**src/rtl/winograd_pkg.sv**
```systemverilog
// -----------------------------------------------------------------------------
// winograd_pkg
// Shared definitions for the Winograd tile I/O serialiser/deserialiser:
//   - default parameter values for the top level and the output serialiser
//   - input-side FSM state encoding (LOAD / WAIT / HOLD)
//   - counter-width helper so every counter is sized from its terminal count
// -----------------------------------------------------------------------------
package winograd_pkg;

    localparam int DEF_N_IN     = 10;
    localparam int DEF_IN_W     = 8;
    localparam int DEF_N_OUT    = 6;
    localparam int DEF_OUT_W    = 10;
    localparam int DEF_CORE_LAT = 2;

    // Input FSM state encoding
    localparam int         ST_W    = 2;
    localparam logic [1:0] ST_LOAD = 2'd0;
    localparam logic [1:0] ST_WAIT = 2'd1;
    localparam logic [1:0] ST_HOLD = 2'd2;

    // Bits needed to count 0..n-1; never narrower than one bit
    function automatic int cnt_w(input int n);
        return (n > 1) ? $clog2(n) : 1;
    endfunction

endpackage

```
**src/rtl/winograd_out_ser.sv**
```systemverilog
// -----------------------------------------------------------------------------
// winograd_out_ser
// Single-tile output buffer that serialises a captured parallel result,
// element 0 first, over a valid/ready handshake.
// Ports:
//   clk_i, rst_i      clock, asynchronous active-high reset
//   capture_i         load par_i into the buffer (wins over a same-cycle drain)
//   par_i             parallel result, N_OUT elements of OUT_W bits
//   dout_o            current serial element (registered)
//   dout_valid_o      buffer holds an undrained tile (registered)
//   dout_ready_i      sink accepts dout_o this cycle
//   empty_o           buffer holds nothing
//   drained_o         pulse: last element accepted this cycle
// -----------------------------------------------------------------------------
module winograd_out_ser
    import winograd_pkg::*;
#(
    parameter int N_OUT = DEF_N_OUT,
    parameter int OUT_W = DEF_OUT_W
) (
    input  logic                   clk_i,
    input  logic                   rst_i,
    input  logic                   capture_i,
    input  logic [N_OUT*OUT_W-1:0] par_i,
    output logic [OUT_W-1:0]       dout_o,
    output logic                   dout_valid_o,
    input  logic                   dout_ready_i,
    output logic                   empty_o,
    output logic                   drained_o
);

    localparam int             J_W    = cnt_w(N_OUT);
    localparam logic [J_W-1:0] J_LAST = J_W'(N_OUT - 1);

    logic [N_OUT*OUT_W-1:0] buf_q;
    logic [N_OUT*OUT_W-1:0] buf_d;
    logic [J_W-1:0]         j_q;
    logic [J_W-1:0]         j_d;
    logic [J_W-1:0]         j_inc_s;
    logic                   valid_q;
    logic                   valid_d;
    logic [OUT_W-1:0]       dout_q;
    logic [OUT_W-1:0]       dout_d;
    logic                   fire_s;

    assign fire_s       = valid_q & dout_ready_i;
    assign drained_o    = fire_s & (j_q == J_LAST);
    assign empty_o      = ~valid_q;
    assign j_inc_s      = j_q + 1'b1;
    assign dout_o       = dout_q;
    assign dout_valid_o = valid_q;

    // Next-state: capture refills (even while draining), otherwise advance or empty
    always_comb begin
        buf_d   = buf_q;
        j_d     = j_q;
        valid_d = valid_q;
        dout_d  = dout_q;
        if (capture_i) begin
            buf_d   = par_i;
            j_d     = '0;
            valid_d = 1'b1;
            dout_d  = par_i[OUT_W-1:0];
        end else if (drained_o) begin
            j_d     = '0;
            valid_d = 1'b0;
        end else if (fire_s) begin
            // dout is registered, so the next element is pre-selected here
            j_d     = j_inc_s;
            dout_d  = buf_q[j_inc_s*OUT_W +: OUT_W];
        end else begin
            valid_d = valid_q;
        end
    end

    // Buffer, element index and output registers
    always_ff @(posedge clk_i or posedge rst_i) begin
        if (rst_i) begin
            buf_q   <= '0;
            j_q     <= '0;
            valid_q <= 1'b0;
            dout_q  <= '0;
        end else begin
            buf_q   <= buf_d;
            j_q     <= j_d;
            valid_q <= valid_d;
            dout_q  <= dout_d;
        end
    end

endmodule

```
**src/rtl/winograd_io_serdes.sv**
```systemverilog
// -----------------------------------------------------------------------------
// winograd_io_serdes
// Deserialises a stream of input elements into a parallel tile for a
// fixed-latency Winograd core, captures the core result and serialises it.
// Loading of the next tile overlaps draining of the previous one.
// Ports:
//   clk, rst                clock, asynchronous active-high reset
//   din/din_valid/din_ready serial input element handshake
//   dout/dout_valid/dout_ready serial output element handshake
//   core_d                  parallel tile to the core (held through WAIT/HOLD)
//   core_z                  parallel core result, valid CORE_LAT cycles after core_d
//   tile_cnt                number of tiles fully drained (wraps)
// -----------------------------------------------------------------------------
module winograd_io_serdes
    import winograd_pkg::*;
#(
    parameter int N_IN     = DEF_N_IN,
    parameter int IN_W     = DEF_IN_W,
    parameter int N_OUT    = DEF_N_OUT,
    parameter int OUT_W    = DEF_OUT_W,
    parameter int CORE_LAT = DEF_CORE_LAT
) (
    input  logic                   clk,
    input  logic                   rst,
    input  logic [IN_W-1:0]        din,
    input  logic                   din_valid,
    output logic                   din_ready,
    output logic [OUT_W-1:0]       dout,
    output logic                   dout_valid,
    input  logic                   dout_ready,
    output logic [N_IN*IN_W-1:0]   core_d,
    input  logic [N_OUT*OUT_W-1:0] core_z,
    output logic [15:0]            tile_cnt
);

    localparam int               K_W      = cnt_w(N_IN);
    localparam int               LAT_W    = cnt_w(CORE_LAT);
    localparam logic [K_W-1:0]   K_LAST   = K_W'(N_IN - 1);
    localparam logic [LAT_W-1:0] LAT_LAST = LAT_W'(CORE_LAT - 1);

    logic [ST_W-1:0]      state_q;
    logic [ST_W-1:0]      state_d;
    logic [K_W-1:0]       k_q;
    logic [K_W-1:0]       k_d;
    logic [LAT_W-1:0]     lat_q;
    logic [LAT_W-1:0]     lat_d;
    logic [N_IN*IN_W-1:0] core_d_q;
    logic [N_IN*IN_W-1:0] core_d_d;
    logic [15:0]          tile_cnt_q;
    logic [15:0]          tile_cnt_d;
    logic                 in_fire_s;
    logic                 capture_s;
    logic                 empty_s;
    logic                 drained_s;
    logic                 out_free_s;

    assign din_ready  = (state_q == ST_LOAD);
    assign in_fire_s  = din_valid & din_ready;
    // The buffer can take a new tile if it is empty or its last word leaves now
    assign out_free_s = empty_s | drained_s;
    assign core_d     = core_d_q;
    assign tile_cnt   = tile_cnt_q;

    // Input FSM: element loading, core latency wait, hold for a busy output buffer
    always_comb begin
        state_d   = state_q;
        k_d       = k_q;
        lat_d     = lat_q;
        core_d_d  = core_d_q;
        capture_s = 1'b0;
        case (state_q)
            ST_LOAD: begin
                if (in_fire_s) begin
                    core_d_d[k_q*IN_W +: IN_W] = din;
                    if (k_q == K_LAST) begin
                        k_d     = '0;
                        lat_d   = '0;
                        state_d = ST_WAIT;
                    end else begin
                        k_d = k_q + 1'b1;
                    end
                end else begin
                    k_d = k_q;
                end
            end
            ST_WAIT: begin
                if (lat_q == LAT_LAST) begin
                    lat_d = '0;
                    if (out_free_s) begin
                        capture_s = 1'b1;
                        state_d   = ST_LOAD;
                    end else begin
                        state_d = ST_HOLD;
                    end
                end else begin
                    lat_d = lat_q + 1'b1;
                end
            end
            ST_HOLD: begin
                if (out_free_s) begin
                    capture_s = 1'b1;
                    state_d   = ST_LOAD;
                end else begin
                    state_d = ST_HOLD;
                end
            end
            default: begin
                state_d = ST_LOAD;
                k_d     = '0;
                lat_d   = '0;
            end
        endcase
    end

    // Drained-tile counter, wrapping at 16 bits
    always_comb begin
        if (drained_s) begin
            tile_cnt_d = tile_cnt_q + 16'd1;
        end else begin
            tile_cnt_d = tile_cnt_q;
        end
    end

    // State, counters, input tile and tile count registers
    always_ff @(posedge clk or posedge rst) begin
        if (rst) begin
            state_q    <= ST_LOAD;
            k_q        <= '0;
            lat_q      <= '0;
            core_d_q   <= '0;
            tile_cnt_q <= 16'd0;
        end else begin
            state_q    <= state_d;
            k_q        <= k_d;
            lat_q      <= lat_d;
            core_d_q   <= core_d_d;
            tile_cnt_q <= tile_cnt_d;
        end
    end

    winograd_out_ser #(
        .N_OUT (N_OUT),
        .OUT_W (OUT_W)
    ) u_out_ser (
        .clk_i        (clk),
        .rst_i        (rst),
        .capture_i    (capture_s),
        .par_i        (core_z),
        .dout_o       (dout),
        .dout_valid_o (dout_valid),
        .dout_ready_i (dout_ready),
        .empty_o      (empty_s),
        .drained_o    (drained_s)
    );

endmodule

```
**config.mk**
```make
export PLATFORM = sky130hd
export DESIGN_NAME = winograd_io_serdes
export DESIGN_NICKNAME = d
export VERILOG_FILES = /design/src/rtl/winograd_pkg.sv /design/src/rtl/winograd_out_ser.sv /design/src/rtl/winograd_io_serdes.sv
export SDC_FILE = /design/constraint.sdc
export NUM_CORES = 1
export LEC_CHECK = 0
export CAP_MARGIN = 20
export CORE_MARGIN = 3
export CORE_UTILIZATION = 40
export DETAILED_ROUTE_END_ITERATION = 6
export GPL_ROUTABILITY_DRIVEN = 0
export GPL_TIMING_DRIVEN = 0
export MAX_ROUTING_LAYER = met4
export PLACE_DENSITY = 0.68
export RECOVER_POWER = 25
export SETUP_SLACK_MARGIN = 0.05
export SLEW_MARGIN = 20
export SYNTH_ARGS = -nofsm -noshare
export SYNTH_HDL_FRONTEND = slang
export SYNTH_HIERARCHICAL = 1
export SYNTH_SLANG_ARGS = --single-unit
```
**constraint.sdc**
```tcl
create_clock -name clk -period 2.9 [get_ports clk]
set_input_delay 0.435 -clock clk [delete_from_list [all_inputs] [get_ports clk]]
set_output_delay 0.435 -clock clk [all_outputs]
set_load 0.005 [all_outputs]
```
# [Word-level counts from Yosys, hierarchy flattened]
# Cells that the tools add are included.
[op_classes] mul=1 bitwise_logic=7 addsub=5 eq_ne=8 n_shift=3 div=0 n_lt_le_gt_ge=0 mux=24 reduce_logical=10
[op_table] op="$bwmux W80" count=1
[op_table] op="$shift A8 B34 Y80 const A" count=1
[op_table] op="$shiftx A8 B34 Y80" count=1
[op_table] op="$shiftx A60 B8 Y10" count=1
[op_table] op="$neg A7 Y34" count=1
[op_table] op="$mux W10" count=3
[op_table] op="$add A16 B1 Y16 const B" count=1
[op_table] op="$mux W3" count=3
[op_table] op="$mux W2" count=4
[op_table] op="$mux W4" count=2
[op_table] op="$pmux W4 S2" count=1
[op_table] op="$mux W1" count=7
[op_table] op="$mul A3 B3 Y6 const B" count=1
[op_table] op="$pmux W2 S3" count=1
[op_table] op="$reduce_and A2 Y1" count=3
[op_table] op="$reduce_and A3 Y1" count=2
[op_table] op="$add A4 B1 Y4 const B" count=1
[op_table] op="$eq A4 B4 Y1 const B" count=1
[op_table] op="$ne A2 B1 Y1 const B" count=2
[op_table] op="$ne A2 B2 Y1 const B" count=2
[op_table] op="$reduce_bool A2 Y1" count=2
[op_table] op="$add A3 B1 Y3 const B" count=1
[op_table] op="$and A1 B1 Y1" count=3
[op_table] op="$eq A3 B3 Y1 const B" count=1
[op_table] op="10 further kinds" count=12
[totals] wordCells=67 mem_count=0 latchBits=0 inputBits=72 reg_bits=177 out_inout_bits=108 mem_bits_ro=0 mem_bits_rw=0

# [Logic depth before layout (Yosys ltp)]
# Gate-level depths: netlist (run 1).
[logic_depth] word_depth=8 depth_mapped=12

# [Modules after synthesis]
# Netlist (run 1), hierarchy kept.
[by_module_without_submodules] mod="winograd_io_serdes" area_per_inst_um2=4631.9 instances=1 seq_area_each_um2=2577.5 cells_per_inst=432
[by_module_without_submodules] mod="winograd_out_ser" area_per_inst_um2=3404.5 instances=1 seq_area_each_um2=1851.8 cells_per_inst=242

# [Worst setup path before layout (run 1)]
# OpenSTA, ideal clock, no wires.
[synth_path] path_type="register to register" from="register u_out_ser.j_q[1]" to="register u_out_ser.buf_q[43]" t_arrival_ns=2.238 required_time_ns=2.775 setup_slack_ns=0.537 n_path_buf=3 path_stages_with_launch=11 path_cell_list="dfrtp_1 -> inv_1 -> ha_1 -> nand2_1 -> nor2_1 -> clkbuf_1 -> o21ai_0 -> nor2_1 -> buf_2 -> clkbuf_1 -> mux2_2"
[synth_between] elab_chain_cells=6
[synth_rtl] element="start, declared" line_no="winograd_out_ser.sv:37" source="logic [J_W-1:0] j_q;"
[synth_rtl] element="start signal, assigned" line_no="winograd_out_ser.sv:85" source="j_q <= j_d;"
[synth_rtl] element="$eq A3 B3 Y1 (*)" line_no="winograd_out_ser.sv:47" source="assign drained_o = fire_s & (j_q == J_LAST);"
[synth_rtl] element="$and A1 B1 Y1 (*)" line_no="winograd_out_ser.sv:47"
[synth_rtl] element="net drained_s" line_no="winograd_io_serdes.sv:54" source="logic drained_s;"
[synth_rtl] element="$or A1 B1 Y1 (*)" line_no="winograd_io_serdes.sv:60" source="assign out_free_s = empty_s | drained_s;"
[synth_rtl] element="$mux W1 (*)" line_no="winograd_io_serdes.sv:89, winograd_io_serdes.sv:100"
[synth_rtl] element="$mux W1" line_no="winograd_io_serdes.sv:87" source="if (lat_q == LAT_LAST) begin"
[synth_rtl] element="$pmux W1 S2 (*)" line_no="winograd_io_serdes.sv:71" source="case (state_q)"
[synth_rtl] element="net capture_s" line_no="winograd_io_serdes.sv:52" source="logic capture_s;"
[synth_rtl] element="end signal, assigned" line_no="winograd_out_ser.sv:84" source="buf_q <= buf_d;"
[synth_rtl] element="end, declared" line_no="winograd_out_ser.sv:35" source="logic [N_OUT*OUT_W-1:0] buf_q;"
# Mark *: on every way through the listed nets, which the timed path passes. The rest lies on a longest branch.
# A chain may end at the register's enable or synchronous reset.

# [Worst setup path in the final report (run 1)]
[layout_path] from="input dout_ready" to="register u_out_ser.buf_q[35]"
[layout_between] elab_chain_cells=6
[layout_rtl] element="start, declared" line_no="winograd_io_serdes.sv:30" source="input logic dout_ready,"
[layout_rtl] element="$and A1 B1 Y1 (*)" line_no="winograd_out_ser.sv:46" source="assign fire_s = valid_q & dout_ready_i;"
[layout_rtl] element="$and A1 B1 Y1 (*)" line_no="winograd_out_ser.sv:47"
[layout_rtl] element="net drained_s" line_no="winograd_io_serdes.sv:54"
[layout_rtl] element="$or A1 B1 Y1 (*)" line_no="winograd_io_serdes.sv:60"
[layout_rtl] element="$mux W1 (*)" line_no="winograd_io_serdes.sv:89, winograd_io_serdes.sv:100"
[layout_rtl] element="$mux W1" line_no="winograd_io_serdes.sv:87"
[layout_rtl] element="$pmux W1 S2 (*)" line_no="winograd_io_serdes.sv:71"
[layout_rtl] element="net capture_s" line_no="winograd_io_serdes.sv:52"
# Marks and branches as above.

==> results.json, run 1 <==
{
  "numClockSinks": 177,
  "min-delay-start": "core_d[72]",
  "synth-edff-count": 0,
  "yosys-top-cells-area": "dfrtp_1 (55%), mux2_2 (12%), nand2_1 (3.8%)",
  "die_h_um": 148,
  "drt-total-wl_um": 19600,
  "synth_cell_type_count": 55,
  "cts_buffer_depth": 2,
  "gr-total-overflow": 0,
  "drive_gt1_share_pct": 18.9,
  "hpwl_um": 14600,
  "antennaDiodeCount": 0,
  "start_util_pct": 41.0,
  "post-route-util_pct": 55.3,
  "peakVddDrop_v": 0.000519,
  "wire_per_inst_um": 17.0,
  "synth_top_flop_cell": "dfrtp_1",
  "ys_async_sr_fraction_pct": 100,
  "layout_commonest_cell": "clkdlybuf4s50_1",
  "synthesis.area_um2": 8040,
  "slew_headroom_pct": 6.63,
  "crit_chain": "clkdlybuf4s50_1, nand2_1, nor2_1, clkbuf_2, o21ai_0, nor2_2, buf_2, buf_2, mux2_2",
  "skew_ns": 0.0164,
  "status": "finished clean",
  "synthCells": 674,
  "preCtsSetupSlack_ns": -0.660,
  "area_growth_syn_to_layout_pct": 34.8,
  "fin_crit_sh_pct": 88.6,
  "reg2reg_depth": 10,
  "path_buf_inv": 4,
  "grt_usage_pct": 18.9,
  "fp.dieW_um": 148,
  "core.rowCount": 51,
  "drtIter0Drc": 376,
  "final_cell_mix": "clkdlybuf4s50_1 (178), dfrtp_1 (177), mux2_2 (86)",
  "clockRootBuffer": "clkbuf_16",
  "worstSkewPairLatency_ns": 0.43,
  "ant_nets": 0,
  "design_area_um2": 10800,
  "nets": 961,
  "worstReg2RegStart": "u_out_ser/j_q[0]",
  "vias": 5823,
  "synth_top_area_cell": "dfrtp_1",
  "reg2reg_slack_ns": 0.34,
  "antenna_found_initial": 0,
  "power.static_leakage_nw": 5.01,
  "worst_pin_slew_ns": 1.40,
  "crit_path_frequent_cell": "buf_2",
  "finalMaxSlewViolations": 0,
  "critPathMaxStageDelay_ns": 0.55,
  "cp_data_required_time_ns": 3.21,
  "drc": 0,
  "h-tree-depth": 4,
  "hold_class": "flip-flop to flip-flop",
  "clk_pin_slew_ns": 0.08,
  "ctsHoldBuffers": 0,
  "whs_endpoint": "core_d[72]",
  "critPathKind": "input pin to flip-flop",
  "max_freq_mhz": 389,
  "cts_buffers": 17,
  "final-setup-viol-count": 0,
  "synth_top_area_share_pct": 55.1,
  "crit_path_start_kind": "input pin",
  "synth_nets": 758,
  "num_io_pins": 180,
  "core-area_um2": 19600,
  "dieArea_um2": 21800,
  "worstPathArrival_ns": 2.88,
  "layout_setup_ws_ns": 0.331,
  "crit_family": "buffers and inverters",
  "first_pass_iters": 4,
  "grt_pass1_wl_um": 31800,
  "grt_pass1_vias": 5810,
  "rsz0062_at_grt": "no",
  "r2r_end": "u_out_ser/dout_o[9]",
  "place_area_um2": 10300,
  "ys_seq_area_share_pct": 55.1,
  "slowest_stage": "clkdlybuf4s50_1",
  "viasPerCell": 5.04,
  "end_kind": "flip-flop",
  "hold_viol": 0,
  "cp_max_fo": 10,
  "holdPathStages": 2,
  "portBuffers": 179,
  "final.setup.tns_ns": 0,
  "cts_tree": "done",
  "period_needed_ns": 2.57,
  "avgSynthCellArea_um2": 11.9,
  "ys_seq_elements": 177,
  "power_density_nw_per_um2": 929,
  "grt_max_degree": 57,
  "maxCapViolCount": 0,
  "yosys_warnings": 6
}
-- registers in the layout, summed over array words and instances, names as in the netlist --
register and cells:
u_out_ser/j_q 3, tile_cnt 16, state_q 2, lat_q 1, u_out_ser/buf_q 60, u_out_ser/dout_valid_o 1
k_q 4, core_d 80, u_out_ser/dout_o 10
-- cells in the mapped netlist, drive strengths merged, types with 15 or more instances --
master,instances
and3,19
buf,15
dfrtp,177
inv,34
mux2,95
nand2,81
nand3,40
nor2,24
nor2b,16
nor3,18
o21ai,37
-- through the flow --
stage               power, mW  hold slack, ns  std cells
finish                   10.1           0.465       1155
global route             10.7           0.498       1155
CTS                      10.2           0.394       1154
detailed placement       7.80           0.456       1122
global placement         7.69           0.450       1118
floorplan                6.04           0.463        674
-- cell type report --
cell class,instances,area [um^2]
Clock buffer,17,425
Timing Repair Buffer,184,1840
Fill cell,1723,8760
Inverter,34,130
Buffer,27,160
Sequential cell,177,4430
Multi-Input combinational cell,436,3330
Clock inverter,15,185
Tap cell,265,332
-- power by group --
group | switching [mW] | internal [mW] | total, mW
Sequential | 0.549 | 3.35 | 3.90
Combinational | 1.67 | 2.15 | 3.82
Clock | 1.10 | 1.25 | 2.35
Total | 3.32 | 6.75 | 10.1
-- kinds of logic after synthesis --
kind of cell    count (synthesis)  synth area share, %
flops                         177                 55.1
simple gates                  221                 13.8
xor+xnor                       18                 2.06
fa+ha+maj                      12                 1.87
compound gates                 69                 5.70
mux                           116                 18.0
buf+inv                        61                 3.49
-- worst max path at each step --
stage                                start             endpoint  slack (ns)  cells after the start
after global routing      u_out_ser/j_q[1]  u_out_ser/dout_o[5]        0.05                     12
after detailed placement        dout_ready  u_out_ser/dout_o[9]       -0.66                     11
after floorplan           u_out_ser/j_q[1]  u_out_ser/buf_q[43]        0.54                     10
after global placement                 rst  u_out_ser/buf_q[28]       -0.82                      2
final                           dout_ready  u_out_ser/buf_q[35]        0.33                      9
after CTS                       dout_ready  u_out_ser/dout_o[8]        0.05                     11
-- what timing repair did --
item | 4_1_cts | 5_1_grt
resized for setup | 3 | 5
buffers inserted | 0 | 1
pin swaps | 0 | 1
endpoints found under the setup margin | 30 | 70
-- worst register-to-register path, stage by stage (launching register included) --
cell	delay, ns
dfrtp_1	0.43
ha_1	0.26
nand2_1	0.12
nor2_1	0.05
clkbuf_2	0.17
o21ai_0	0.23
nor2_2	0.12
buf_4	0.15
nor3_2	0.47
nand3_1	0.26
o221ai_1	0.23
-- layer usage --
| metal | vias up | routed length [um] | track usage [%] |
|---|---|---|---|
| met5 | - | 0 | - |
| met4 | 0 | 202 | 4.80 |
| met3 | 15 | 1060 | 4.02 |
| met2 | 160 | 9270 | 29.5 |
| met1 | 2861 | 9040 | 25.3 |
| li1 | 2787 | - | - |
Power figures use the tool's default switching activity.
==> run 2: changes to the inputs <==
- CORE_MARGIN: 3 -> 1
- CORE_UTILIZATION: 40 -> 39
- CTS_CLUSTER_DIAMETER: not set -> 120
- PLACE_DENSITY: 0.68 -> 0.67
==> results.json, run 2 (synthesis results as in run 1) <==
{
  "cts_buffer_depth": 2,
  "worstSkewPairLatency_ns": 0.43,
  "area_growth_syn_to_layout_pct": 34.7,
  "nets": 962,
  "grt_pass1_wl_um": 31900,
  "finalPower_mw": 9.96,
  "critPathKind": "input pin to flip-flop",
  "ant_nets": 0,
  "end_kind": "flip-flop",
  "start_util_pct": 39.7,
  "r2r_end": "u_out_ser/dout_o[5]",
  "maxCapViolCount": 2,
  "worstPathArrival_ns": 2.90,
  "hpwl_um": 14100,
  "dieArea_um2": 21200,
  "grt_max_degree": 45,
  "cts_tree": "done",
  "power_density_nw_per_um2": 919,
  "core.rowCount": 52,
  "h-tree-depth": 4,
  "period_needed_ns": 2.61,
  "viasPerCell": 5.05,
  "drive_gt1_share_pct": 18.9,
  "portBuffers": 179,
  "whs_ns": 0.468,
  "worstSetupStartpoint": "dout_ready",
  "cp_data_required_time_ns": 3.19,
  "ctsHoldBuffers": 0,
  "drtIter0Drc": 457,
  "max_freq_mhz": 382,
  "gr-total-overflow": 0,
  "first_pass_iters": 5,
  "grt_usage_pct": 20.0,
  "worstReg2RegStart": "u_out_ser/j_q[1]",
  "crit_path_start_kind": "input pin",
  "clk_pin_slew_ns": 0.07,
  "largest_reg_flops": 80,
  "hold_viol": 0,
  "drc": 0,
  "core-area_um2": 20200,
  "wire_per_inst_um": 16.6,
  "status": "finished with violations",
  "layout_setup_ws_ns": 0.285,
  "fp.dieW_um": 146,
  "numClockSinks": 177,
  "layout_commonest_cell": "clkdlybuf4s50_1",
  "final-setup-viol-count": 0,
  "antenna_found_initial": 2,
  "preCtsSetupSlack_ns": -0.679,
  "die_h_um": 146,
  "cp_max_fo": 10,
  "worst_pin_slew_ns": 1.56,
  "finalMaxSlewViolations": 62,
  "rsz0062_at_grt": "no",
  "final_cell_mix": "clkdlybuf4s50_1 (178), dfrtp_1 (177), mux2_2 (86)",
  "reg2reg_depth": 12,
  "violations": "capacitance limit, slew limit",
  "hold_class": "flip-flop to flip-flop",
  "fin_crit_sh_pct": 90.2,
  "clockRootBuffer": "clkbuf_16",
  "slew_headroom_pct": -3.82,
  "cts_buffers": 17,
  "reg2reg_slack_ns": 0.29,
  "vias": 5872,
  "grt_pass1_vias": 5868,
  "drt-total-wl_um": 19300,
  "skew_ns": 0.0116,
  "power.static_leakage_nw": 5.01,
  "peakVddDrop_v": 0.000416,
  "critPathCapture": "u_out_ser/dout_o[5]",
  "num_io_pins": 180
}
run 2: metrics by stage:
stage	std cells	util, %	area, um^2	TNS [ns]
after floorplan	674	-	8040	0
after CTS	1159	53.6	10800	0
after detailed placement	1127	50.7	10300	-31.98
after global placement	1123	50.3	10200	-91.90
after global routing	1163	53.5	10800	0
final	1163	53.5	10800	0
run 2: report_power, final:
part	internal (mW)	total [mW]	switching, mW
logic	2.15	3.81	1.66
clock network	1.17	2.24	1.08
registers	3.35	3.90	0.548
total	6.67	9.96	3.29
run 2: cell type report:
cell class / count / area [um^2]
fill: 1755 / 9410
sequential: 177 / 4430
timing repair buffer: 185 / 1860
tap: 270 / 338
multi-input combinational: 436 / 3330
clock inverter: 14 / 136
inverter: 34 / 130
buffer: 27 / 158
clock buffer: 18 / 439
antenna: 2 / 5.00
run 2: critical path, cell delays in order:
cell and delay (ns):
clkdlybuf4s50_1 0.55, nand2_1 0.20, nor2_1 0.14, clkbuf_2 0.20, o21ai_0 0.13, nor2_2 0.26, buf_2 0.24, buf_2 0.28
a31oi_1 0.13, a22oi_1 0.19, o221ai_1 0.14
run 2: how the worst min path moves through the flow:
stage | from | cells past startpoint | slack [ns] | to
final | core_d[9] | 2 | 0.47 | core_d[9]
after detailed placement | core_d[9] | 2 | 0.46 | core_d[9]
after global routing | core_d[9] | 2 | 0.49 | core_d[9]
after CTS | rst | 2 | 0.40 | core_d[20]
after global placement | core_d[77] | 2 | 0.45 | core_d[77]
after floorplan | core_d[10] | 2 | 0.46 | core_d[10]
run 2: repair_timing:
action                     CTS  global route
resized for setup            4             3
setup buffers                0             2
cloned                       0             0
setup endpoints to repair   30            45
pin swaps                    0             1
run 2: metal layers:
layer	share of wire (%)	GRT usage, %
met5	0	-
met4	1.0	5.58
met3	5.6	5.02
met2	47	30.2
met1	46	26.7
==> run 3: changes to the inputs <==
- CORE_ASPECT_RATIO: not set -> 0.75
- CORE_UTILIZATION: 39 -> 46
- PLACE_DENSITY: 0.67 -> 0.77
==> results.json, run 3 (synthesis results as in run 1) <==
{
  "use_met3_pct": 6.75,
  "dpl.cell_count": 1072,
  "hold_viol": 0,
  "grt_pass1_wl_um": 32200,
  "max_freq_mhz": 381,
  "first_pass_iters": 5,
  "hold_class": "flip-flop to flip-flop",
  "dieArea_um2": 18000,
  "ant_nets": 0,
  "p_seq_share_pct": 38.3,
  "vias": 5968,
  "area_growth_syn_to_layout_pct": 34.3,
  "layout_commonest_cell": "clkdlybuf4s50_1",
  "power_density_nw_per_um2": 940,
  "cp_data_required_time_ns": 3.23,
  "numClockSinks": 177,
  "crit_path_start_kind": "flip-flop",
  "largest_reg_flops": 80,
  "nets": 962,
  "drt-total-wl_um": 20300,
  "finalNonFillerCells": 1106,
  "grt_pass1_vias": 5882,
  "worstSkewPairLatency_ns": 0.43,
  "drive_gt1_share_pct": 19.3,
  "p_sw_mw": 3.40,
  "final_cell_mix": "clkdlybuf4s50_1 (178), dfrtp_1 (177), mux2_2 (86)",
  "drtIter0Drc": 366,
  "p_clk_share_pct": 22.8,
  "pwr-share-comb_pct": 38.9,
  "die_h_um": 116,
  "wire_per_inst_um": 18.4,
  "end_kind": "flip-flop",
  "period_needed_ns": 2.63,
  "worst_pin_slew_ns": 1.34,
  "finalPower_mw": 10.1,
  "power.static_leakage_nw": 5.00,
  "clk_pin_slew_ns": 0.08,
  "whs_ns": 0.472,
  "p_sw_share_pct": 33.5,
  "cp_max_fo": 8,
  "worstPathArrival_ns": 2.96,
  "core.rowCount": 41,
  "viasPerCell": 5.40,
  "portBuffers": 179,
  "final.setup.tns_ns": 0,
  "use_met1_pct": 36.1,
  "cts_buffers": 17,
  "maxCapViolCount": 0,
  "core-area_um2": 16900,
  "gr-total-overflow": 0,
  "finalMaxSlewViolations": 0,
  "rsz0062_at_grt": "no",
  "final-setup-viol-count": 0,
  "grt_max_degree": 48,
  "grt.busiest_layer": "met1",
  "grt_usage_pct": 24.5,
  "clockRootBuffer": "clkbuf_16",
  "cts_buffer_depth": 2,
  "place_area_um2": 10200,
  "critPathKind": "flip-flop to flip-flop",
  "met2_usage_pct": 33.3,
  "antennaDiodeCount": 0,
  "peakVddDrop_v": 0.000480,
  "fin_crit_sh_pct": 90.5,
  "slew_headroom_pct": 10.2,
  "status": "finished clean",
  "fp.dieW_um": 155,
  "cellInternalPower_mw": 6.74,
  "drc": 0,
  "num_io_pins": 180,
  "start_util_pct": 47.5,
  "h-tree-depth": 4,
  "skew_ns": 0.0151,
  "hpwl_um": 14900,
  "design_area_um2": 10800,
  "cts_tree": "done",
  "antenna_found_initial": 0
}
## run 3: cell count changes in the layout (fill, tap and decap cells not counted), sizes merged
cell / before / now
dlymetal6s4s: 2 / 0
inv: 41 / 40
buf: 19 / 20
bufinv: 0 / 1
diode: 2 / 0
clkinvlp: 3 / 5
clkinv: 4 / 3
## run 3: worst paths after layout
path	cells past startpoint	end	slack, ns	start
max	10	u_out_ser/dout_o[8]	0.27	u_out_ser/j_q[0]
min	2	core_d[73]	0.47	core_d[73]
max reg2reg	10	u_out_ser/dout_o[8]	0.27	u_out_ser/j_q[0]
min reg2reg	2	core_d[73]	0.47	core_d[73]
max in group asynchronous	3	u_out_ser/buf_q[38]	0.47	rst
min in group asynchronous	2	u_out_ser/buf_q[59]	0.76	rst
## run 3: repair_timing
action	4_1_cts	5_1_grt
buffers inserted	0	2
hold buffers	0	0
pin swaps	0	1
setup endpoints to repair	70	70
resized for setup	5	4
## run 3: layer usage
metal	wire length [um]	part of all wire, %
met5	0	0
met3	1470	7.2
met4	154	0.76
met1	10000	49
met2	8680	43
## run 3: final cells by class
| cell class | instances | area (um^2) |
|---|---|---|
| plain buffers | 27 | 160 |
| clock buffers | 17 | 425 |
| clock inverters | 15 | 166 |
| fillers | 1368 | 6140 |
| inverters | 34 | 130 |
| multi-input cells | 436 | 3330 |
| flip-flops and latches | 177 | 4430 |
| well taps | 215 | 269 |
| repair buffers | 185 | 1880 |
## run 3: critical path, cell delays in order (launching register included)
cell,delay (ns)
dfrtp_1,0.41
ha_1,0.26
nand2_1,0.12
nor2_1,0.05
clkbuf_2,0.17
o21ai_0,0.21
nor2_2,0.10
buf_4,0.14
nor3_2,0.56
nand3_1,0.27
o221ai_1,0.23
## run 3: through the flow
step / util (%) / setup WS (ns)
after floorplan: - / 0.537
after global placement: 59.7 / -0.780
after global routing: 63.7 / 0.0582
after detailed placement: 60.2 / -0.815
final: 63.7 / 0.274
after CTS: 63.8 / 0.0688
## run 3: power by group through the flow
| stage | registers (mW) | logic (mW) | clock network [mW] |
|---|---|---|---|
| floorplan | 3.84 | 2.20 | 0 |
| global placement | 3.89 | 3.84 | 0 |
| detailed placement | 3.92 | 3.94 | 0 |
| CTS | 3.89 | 3.96 | 2.36 |
| global route | 4.00 | 4.28 | 2.47 |
| finish | 3.88 | 3.95 | 2.31 |
